## config.mk

```make
export PLATFORM = sky130hd
export DESIGN_NAME = gt_comma_aligner_mlane
export DESIGN_NICKNAME = d
export VERILOG_FILES = /design/src/rtl/gt_align_pkg.sv /design/src/rtl/bit_synchronizer.sv /design/src/rtl/comma_align_lane.sv /design/src/rtl/gt_comma_aligner_mlane.sv
export SDC_FILE = /design/constraint.sdc
export NUM_CORES = 1
export LEC_CHECK = 0
export BUFFER_PORTS_ARGS = -buffer_cell sky130_fd_sc_hd__buf_2
export CAP_MARGIN = 30
export CORE_MARGIN = 2
export CORE_UTILIZATION = 56
export DETAILED_ROUTE_END_ITERATION = 7
export GPL_ROUTABILITY_DRIVEN = 0
export GPL_TIMING_DRIVEN = 0
export PLACE_DENSITY_LB_ADDON = 0.12
export SLEW_MARGIN = 20
export SYNTH_ARGS = -nofsm -noshare
export SYNTH_HDL_FRONTEND = slang
export SYNTH_HIERARCHICAL = 1
export SYNTH_SLANG_ARGS = --single-unit
```

## constraint.sdc

```tcl
create_clock -name rxusrclk2 -period 3.9 [get_ports rxusrclk2]
set_input_delay 0.78 -clock rxusrclk2 [delete_from_list [all_inputs] [get_ports rxusrclk2]]
set_output_delay 0.78 -clock rxusrclk2 [all_outputs]
set_load 0.05 [all_outputs]
```

## src/rtl/gt_align_pkg.sv

```systemverilog
// Shared types and constants for the multi-lane 8b10b comma aligner.
//   lane_state_t      : per-lane alignment FSM states
//   COMMA_BYTE0_MASK  : rxctrl2 pattern for "comma in byte 0 only"
//   slip_modulus()    : number of distinct bitslip positions for a given
//                       RX data width (10 bits per 8b10b byte)
package gt_align_pkg;

    typedef enum logic [2:0] {
        WAIT_LOCK = 3'd0,
        SEARCH    = 3'd1,
        SLIP      = 3'd2,
        SLIP_WAIT = 3'd3,
        LOCKED    = 3'd4
    } lane_state_t;

    localparam int COMMA_BYTE0_MASK = 1;

    function automatic int slip_modulus(input int bytes);
        return 10 * bytes;
    endfunction

endpackage

```

## src/rtl/bit_synchronizer.sv

```systemverilog
// Multi-flop synchroniser for a single asynchronous level signal.
// Ports:
//   clk  in  destination clock
//   rst  in  synchronous, active-high reset (clears the chain to 0)
//   d    in  asynchronous input level
//   q    out synchronised level, STAGES cycles of latency
module bit_synchronizer #(
    parameter int STAGES = 2
) (
    input  logic clk,
    input  logic rst,
    input  logic d,
    output logic q
);

    logic [STAGES-1:0] sync;

    always_ff @(posedge clk) begin
        if (rst) begin
            sync <= '0;
        end else begin
            sync <= {sync[STAGES-2:0], d};
        end
    end

    assign q = sync[STAGES-1];

endmodule

```

## src/rtl/comma_align_lane.sv

```systemverilog
// One lane of the comma aligner: CDR-lock synchroniser, alignment FSM,
// timeout / comma / error / guard counters and the slip position counter.
// Ports:
//   rxusrclk2    in  RX user clock
//   rst          in  synchronous, active-high reset
//   rxcdrlock    in  asynchronous CDR lock for this lane
//   ctrl1/2/3    in  per-byte disparity error / comma / not-in-table
//   bitslip_rdy  in  slip path ready; qualifies commas
//   bitslip      out one-cycle slip request (high while in SLIP)
//   aligned      out lane is in LOCKED
//   align_fail   out one-cycle pulse when slip_cnt wraps to 0
//   slip_cnt     out current slip position, modulo 10*BYTES
//   state        out FSM state, for debug and checker binding
//
// bitslip_rdy is a level qualifier, not a handshake: a byte-0 comma seen
// while it is low is neither counted nor treated as an error.
module comma_align_lane import gt_align_pkg::*; #(
    parameter int BYTES            = 2,
    parameter int TIMEOUT_CYCLES   = 65535,
    parameter int LOCK_COMMAS      = 15,
    parameter int UNLOCK_ERRS      = 4,
    parameter int SLIP_WAIT_CYCLES = 32
) (
    input  logic              rxusrclk2,
    input  logic              rst,
    input  logic              rxcdrlock,
    input  logic [BYTES-1:0]  ctrl1,
    input  logic [BYTES-1:0]  ctrl2,
    input  logic [BYTES-1:0]  ctrl3,
    input  logic              bitslip_rdy,
    output logic              bitslip,
    output logic              aligned,
    output logic              align_fail,
    output logic [7:0]        slip_cnt,
    output lane_state_t       state
);

    localparam int TW = $clog2(TIMEOUT_CYCLES + 1);
    localparam int CW = $clog2(LOCK_COMMAS + 1);
    localparam int EW = $clog2(UNLOCK_ERRS + 1);
    localparam int WW = $clog2(SLIP_WAIT_CYCLES + 1);

    localparam logic [TW-1:0]    TIMEOUT_LAST = TW'(TIMEOUT_CYCLES - 1);
    localparam logic [CW-1:0]    LOCK_TARGET  = CW'(LOCK_COMMAS);
    localparam logic [EW-1:0]    ERR_LIMIT    = EW'(UNLOCK_ERRS);
    localparam logic [WW-1:0]    WAIT_LAST    = WW'(SLIP_WAIT_CYCLES - 1);
    localparam logic [7:0]       SLIP_LAST    = 8'(slip_modulus(BYTES) - 1);
    localparam logic [BYTES-1:0] COMMA0       = BYTES'(COMMA_BYTE0_MASK);

    logic lock_s;
    logic is_comma0, misaligned, err, good;

    lane_state_t   state_n;
    logic [TW-1:0] timeout_cnt, timeout_n;
    logic [CW-1:0] comma_cnt, comma_n;
    logic [EW-1:0] err_cnt, err_n;
    logic [WW-1:0] wait_cnt, wait_n;
    logic [7:0]    slip_n;
    logic          fail_n;

    bit_synchronizer #(.STAGES(2)) u_lock_sync (
        .clk (rxusrclk2),
        .rst (rst),
        .d   (rxcdrlock),
        .q   (lock_s)
    );

    // A comma in any byte other than byte 0 means the word boundary is off,
    // so it is folded into the error term; error wins over a coincident comma.
    assign is_comma0  = (ctrl2 == COMMA0);
    assign misaligned = (|ctrl2) && !is_comma0;
    assign err        = (|ctrl1) || (|ctrl3) || misaligned;
    assign good       = is_comma0 && bitslip_rdy && !err;

    always_comb begin
        state_n   = state;
        timeout_n = timeout_cnt;
        comma_n   = comma_cnt;
        err_n     = err_cnt;
        wait_n    = wait_cnt;
        slip_n    = slip_cnt;
        fail_n    = 1'b0;

        if (!lock_s) begin
            // Lock loss overrides everything; slip position is kept.
            state_n   = WAIT_LOCK;
            timeout_n = '0;
            comma_n   = '0;
            err_n     = '0;
            wait_n    = '0;
        end else begin
            case (state)
                WAIT_LOCK: begin
                    state_n   = SEARCH;
                    timeout_n = '0;
                    comma_n   = '0;
                    err_n     = '0;
                end
                SEARCH: begin
                    if (err) begin
                        comma_n   = '0;
                        timeout_n = timeout_cnt + 1'b1;
                    end else if (good) begin
                        comma_n   = (comma_cnt < LOCK_TARGET) ? comma_cnt + 1'b1 : comma_cnt;
                        timeout_n = '0;
                    end else begin
                        timeout_n = timeout_cnt + 1'b1;
                    end

                    if (good && comma_n == LOCK_TARGET) begin
                        state_n   = LOCKED;
                        comma_n   = '0;
                        err_n     = '0;
                        timeout_n = '0;
                    end else if (!good && timeout_cnt == TIMEOUT_LAST) begin
                        // slip_cnt/align_fail update together with bitslip
                        state_n   = SLIP;
                        timeout_n = '0;
                        comma_n   = '0;
                        slip_n    = (slip_cnt == SLIP_LAST) ? 8'd0 : slip_cnt + 8'd1;
                        fail_n    = (slip_cnt == SLIP_LAST);
                    end
                end
                SLIP: begin
                    state_n = SLIP_WAIT;
                    wait_n  = '0;
                end
                SLIP_WAIT: begin
                    // Data is unstable right after a slip; ignore ctrl inputs.
                    if (wait_cnt == WAIT_LAST) begin
                        state_n   = SEARCH;
                        wait_n    = '0;
                        timeout_n = '0;
                        comma_n   = '0;
                        err_n     = '0;
                    end else begin
                        wait_n = wait_cnt + 1'b1;
                    end
                end
                LOCKED: begin
                    if (err) begin
                        err_n     = (err_cnt == ERR_LIMIT) ? err_cnt : err_cnt + 1'b1;
                        timeout_n = timeout_cnt + 1'b1;
                    end else if (good) begin
                        err_n     = '0;
                        timeout_n = '0;
                    end else begin
                        timeout_n = timeout_cnt + 1'b1;
                    end

                    if (err_n == ERR_LIMIT || (!good && timeout_cnt == TIMEOUT_LAST)) begin
                        state_n   = SEARCH;
                        timeout_n = '0;
                        comma_n   = '0;
                        err_n     = '0;
                    end
                end
                default: begin
                    state_n = WAIT_LOCK;
                end
            endcase
        end
    end

    always_ff @(posedge rxusrclk2) begin
        if (rst) begin
            state       <= WAIT_LOCK;
            timeout_cnt <= '0;
            comma_cnt   <= '0;
            err_cnt     <= '0;
            wait_cnt    <= '0;
            slip_cnt    <= '0;
            bitslip     <= 1'b0;
            aligned     <= 1'b0;
            align_fail  <= 1'b0;
        end else begin
            state       <= state_n;
            timeout_cnt <= timeout_n;
            comma_cnt   <= comma_n;
            err_cnt     <= err_n;
            wait_cnt    <= wait_n;
            slip_cnt    <= slip_n;
            bitslip     <= (state_n == SLIP);
            aligned     <= (state_n == LOCKED);
            align_fail  <= fail_n;
        end
    end

endmodule

```

## src/rtl/gt_comma_aligner_mlane.sv

```systemverilog
// Multi-lane comma alignment controller for GTH/GTY receivers running 8b10b
// with the transceiver's internal comma aligner disabled. Slices the lane-major
// RX PCS status buses, runs one comma_align_lane per lane and reduces the
// per-lane aligned flags.
// Ports:
//   rxusrclk2, rst                      clock, synchronous active-high reset
//   rxcdrlock[NUM_LANES]                per-lane async CDR lock
//   rxctrl1/2/3[NUM_LANES*BYTES]        per-byte status, lane-major
//   bitslip_rdy[NUM_LANES]              per-lane slip path ready
//   bitslip, aligned, align_fail        per-lane outputs
//   all_aligned                         registered AND of aligned
//   slip_cnt[NUM_LANES*8]               per-lane slip position
//   rxcommadeten..rx8b10ben             static transceiver configuration
//   lane_state[NUM_LANES]               per-lane FSM state (debug)
module gt_comma_aligner_mlane import gt_align_pkg::*; #(
    parameter int NUM_LANES        = 4,
    parameter int BYTES            = 2,
    parameter int TIMEOUT_CYCLES   = 65535,
    parameter int LOCK_COMMAS      = 15,
    parameter int UNLOCK_ERRS      = 4,
    parameter int SLIP_WAIT_CYCLES = 32
) (
    input  logic                        rxusrclk2,
    input  logic                        rst,
    input  logic [NUM_LANES-1:0]        rxcdrlock,
    input  logic [NUM_LANES*BYTES-1:0]  rxctrl1,
    input  logic [NUM_LANES*BYTES-1:0]  rxctrl2,
    input  logic [NUM_LANES*BYTES-1:0]  rxctrl3,
    input  logic [NUM_LANES-1:0]        bitslip_rdy,
    output logic [NUM_LANES-1:0]        bitslip,
    output logic [NUM_LANES-1:0]        aligned,
    output logic                        all_aligned,
    output logic [NUM_LANES*8-1:0]      slip_cnt,
    output logic [NUM_LANES-1:0]        align_fail,
    output logic                        rxcommadeten,
    output logic                        rxmcommaalignen,
    output logic                        rxpcommaalignen,
    output logic                        rx8b10ben,
    output lane_state_t [NUM_LANES-1:0] lane_state
);

    for (genvar l = 0; l < NUM_LANES; l++) begin : g_lane
        comma_align_lane #(
            .BYTES            (BYTES),
            .TIMEOUT_CYCLES   (TIMEOUT_CYCLES),
            .LOCK_COMMAS      (LOCK_COMMAS),
            .UNLOCK_ERRS      (UNLOCK_ERRS),
            .SLIP_WAIT_CYCLES (SLIP_WAIT_CYCLES)
        ) u_lane (
            .rxusrclk2   (rxusrclk2),
            .rst         (rst),
            .rxcdrlock   (rxcdrlock[l]),
            .ctrl1       (rxctrl1[l*BYTES +: BYTES]),
            .ctrl2       (rxctrl2[l*BYTES +: BYTES]),
            .ctrl3       (rxctrl3[l*BYTES +: BYTES]),
            .bitslip_rdy (bitslip_rdy[l]),
            .bitslip     (bitslip[l]),
            .aligned     (aligned[l]),
            .align_fail  (align_fail[l]),
            .slip_cnt    (slip_cnt[l*8 +: 8]),
            .state       (lane_state[l])
        );
    end

    always_ff @(posedge rxusrclk2) begin
        if (rst) begin
            all_aligned <= 1'b0;
        end else begin
            all_aligned <= &aligned;
        end
    end

    // Comma detection stays on for rxctrl2; alignment is done here via bitslip.
    assign rxcommadeten    = 1'b1;
    assign rxmcommaalignen = 1'b0;
    assign rxpcommaalignen = 1'b0;
    assign rx8b10ben       = 1'b1;

endmodule
```

==> impl_metrics.ini <==
[run_status]
outcome = finished, final reports clean

[layout]
n_antenna_cell = 0
layout.cells.non_filler = 1617
area_delta_synth_final_pct = 13.2
fillers = 1549
design_area_sq_um = 11600
seqCellArea_sq_um = 3620
multi_input_area_sq_um = 6210
drive_gt1_frac = 0.151
utilization = 0.644
nNetsFinal = 1438

[critical_path]
worst_ep_required_time_ns = 4.23
path_class = input port to flip-flop
worstSetupStartpointType = input port
cp_max_fo = 10
critPathArrivalTime_ns = 3.44
rrSetupSlack_ns = 0.95
cp-end-kind = flip-flop
reg2reg_depth = 10

[route]
drt_iter0_drc = 672
dr.pass1.iters = 5
wl_um = 23600
vias_per_cell = 5.98
via_count = 9669
wire_per_inst_um = 14.6
drcViolationCount = 0
postRouteAntennaNets = 0

[floorplan]
die_w_um = 139
initial_core_util = 0.569
io_pins = 95
dieHeight_um = 139
die_area_sq_um = 19400
core_sq_um = 18000
rows = 49

[pwr]
peakVddDrop_v = 0.000312
p_leak_nw = 4.22
p_per_area_nw_per_um2 = 323

[placement]
place_ws_ns = 0.405
dp.cells = 1585
place.detailed.hpwl_um = 17200
io_buffers = 90
dpl_cell_area_sq_um = 11000

[cts]
ctsRootBufferMaster = clkbuf_16
ctsHoldBuffers = 0
cts.sinks = 181
numCtsBuffers = 17
cts_resized = 0
clockBufferDepth = 2
cts_max_level = 4
post-cts-setup-buffers = 0
clkLatencyLatePin_ns = 0.42
clkSlewWorstSetupHoldPaths_ns = 0.06
cts_tree = yes

[yosys]
synth_edf_count = 0
synth_flop_cell = dfxtp_1
synth_cell_types = 76
ys_ff_latch = 181
syn_area_per_cell_sq_um = 8.09
ys_warn_count = 6
netlist_instances = 1264
ys_async_sr_fraction = 0
synth-seq-area-share = 0.354
synth_area_sq_um = 10200

[global_routing]
antenna_found_initial = 0
grt_pass1_vias = 8550
grt_start_max_net_pins = 33
grtUsageTotal = 0.240
grt_pass1_wl_um = 39700
gr-total-overflow = 0

[run]
maxCapViolCount = 0

[timing]
worst_pin_slew_ns = 0.911
setup_viol = 0
fin_ws_ns = 0.798
max_freq_mhz = 322
finalCritPeriodShare = 0.795
max_slew_margin = 0.391
finalHoldViolations = 0
rsz0062_at_grt = false
finalMaxSlewViolations = 0
clock_skew_ns = 0.0100
min_period_ns = 3.10
fin_tns_setup_ns = 0

[hold_path]
hold_path_class = flip-flop to flip-flop
min_path_cells = 1
## state kept, by name, summed over array words and instances (netlist names)
register	cells
g_lane.u_lane/wait_cnt	24
all_aligned	1
g_lane.u_lane/timeout_cnt	64
g_lane.u_lane/comma_cnt	16
g_lane.u_lane/aligned	4
g_lane.u_lane/err_cnt	12
g_lane.u_lane/state	12
g_lane.u_lane/u_lock_sync/sync	8
g_lane.u_lane/align_fail	4
g_lane.u_lane/slip_cnt	32
g_lane.u_lane/bitslip	4
## metal layers
| metal | vias up | part of all wire | global-route usage |
|---|---|---|---|
| met5 | - | 0 | 0 |
| met4 | 0 | 0.010 | 0.0595 |
| met3 | 25 | 0.046 | 0.0487 |
| met2 | 233 | 0.47 | 0.399 |
| met1 | 4523 | 0.48 | 0.322 |
| li1 | 4888 | - | - |
## synth_stat cells, types with 5 or more instances
cell / number / area [sq um]
a211o_1: 5 / 43.8
a211oi_1: 9 / 67.6
a21o_1: 7 / 52.6
a21oi_1: 59 / 295
a221o_1: 6 / 60.1
a22oi_1: 9 / 67.6
a2bb2oi_1: 6 / 52.6
a31o_2: 10 / 87.6
a31oi_1: 19 / 119
a32oi_1: 10 / 87.6
a41oi_1: 7 / 61.3
and2_1: 20 / 125
and3_1: 21 / 131
and4_1: 7 / 61.3
buf_2: 13 / 65.1
clkbuf_1: 20 / 75.1
dfxtp_1: 181 / 3620
ha_1: 28 / 350
inv_1: 55 / 206
mux2i_1: 12 / 120
nand2_1: 127 / 477
nand2b_1: 21 / 131
nand3_1: 92 / 460
nand4_1: 36 / 225
nand4_2: 7 / 87.6
nand4b_1: 6 / 52.6
nor2_1: 113 / 424
nor2b_1: 26 / 163
nor3_1: 57 / 285
nor3_4: 6 / 97.6
nor3b_1: 11 / 82.6
nor4_1: 12 / 75.1
o2111ai_1: 5 / 43.8
o211ai_1: 7 / 52.6
o21ai_0: 58 / 290
o22ai_1: 6 / 37.5
o311ai_0: 10 / 87.6
o31ai_1: 11 / 82.6
or2_2: 13 / 81.3
or3_1: 16 / 100
or4_4: 5 / 56.3
xnor2_1: 18 / 158
xor2_1: 25 / 219
## worst max-delay path, cell delays in order
cell and delay, ns:
buf_2 0.09, nor4_1 0.39, nor2b_1 0.44, mux2i_1 0.42, a31o_2 0.23, clkbuf_1 0.37, clkbuf_1 0.43, nand4_1 0.15
o21ai_0 0.12
## final cells by class
| class | count | share of cell area |
|---|---|---|
| timing repair buffer | 91 | 0.0394 |
| multi-input combinational | 991 | 0.537 |
| inverter | 55 | 0.0178 |
| tap | 229 | 0.0248 |
| sequential | 181 | 0.313 |
| buffer | 39 | 0.0161 |
| clock buffer | 20 | 0.0386 |
| clock inverter | 11 | 0.0130 |
## worst paths after layout
kind                                                                       from                                         endpoint
worst min register to register  g_lane[1].u_lane/u_lock_sync/sync[0]$_SDFF_PP0_  g_lane[1].u_lane/u_lock_sync/sync[1]$_SDFF_PP0_
worst max register to register         g_lane[3].u_lane/err_cnt[0]$_SDFFE_PP0P_     g_lane[3].u_lane/timeout_cnt[6]$_SDFFE_PP0P_
worst max-delay path                                                 rxctrl1[6]     g_lane[3].u_lane/timeout_cnt[5]$_SDFFE_PP0P_
worst min-delay path            g_lane[1].u_lane/u_lock_sync/sync[0]$_SDFF_PP0_  g_lane[1].u_lane/u_lock_sync/sync[1]$_SDFF_PP0_
## kinds of logic (layout without fill, tap and decap cells)
| kind of cell | Yosys count | in the layout | share of synthesized area |
|---|---|---|---|
| AOI/OAI and AO/OA | 272 | 272 | 0.181 |
| xor gates and xnor gates | 43 | 43 | 0.0368 |
| adders and majority gates | 28 | 28 | 0.0343 |
| buffers and inverters | 94 | 216 | 0.0384 |
| DFF | 181 | 181 | 0.354 |
| muxes | 13 | 13 | 0.0129 |
| other | 2 | 4 | 0.000735 |
| and+or+nand+nor | 631 | 631 | 0.342 |
## stage by stage
stage          hold slack [ns]  total power, mW
2_1_floorplan            0.414             1.97
3_3_place_gp             0.418             2.02
3_5_place_dp             0.420             2.02
4_1_cts                  0.436             3.77
5_1_grt                  0.461             3.86
6_report                 0.435             3.73
## report_power, final
part	switching [mW]	internal (mW)
logic	0.0820	0.0395
clock network	0.730	1.03
registers	0.00322	1.85
total	0.815	2.92
## placed cells by master (no fill, tap or decap), drive strengths merged, types with 9 or more instances in the layout
master,instances
a32oi,10
xor2,25
nand3,92
mux2i,12
nand2b,21
or2,13
a21oi,59
a22oi,9
a211oi,9
or3,20
nor3,66
ha,28
a31o,10
nor2b,26
and2,20
clkbuf,42
inv,57
nand2,130
a31oi,19
buf,108
nand4,43
dfxtp,181
nor3b,11
nor4,16
nor2,113
o31ai,11
and3,21
o21ai,58
o311ai,10
xnor2,18
No activity file was read; power rests on OpenSTA's default activity.
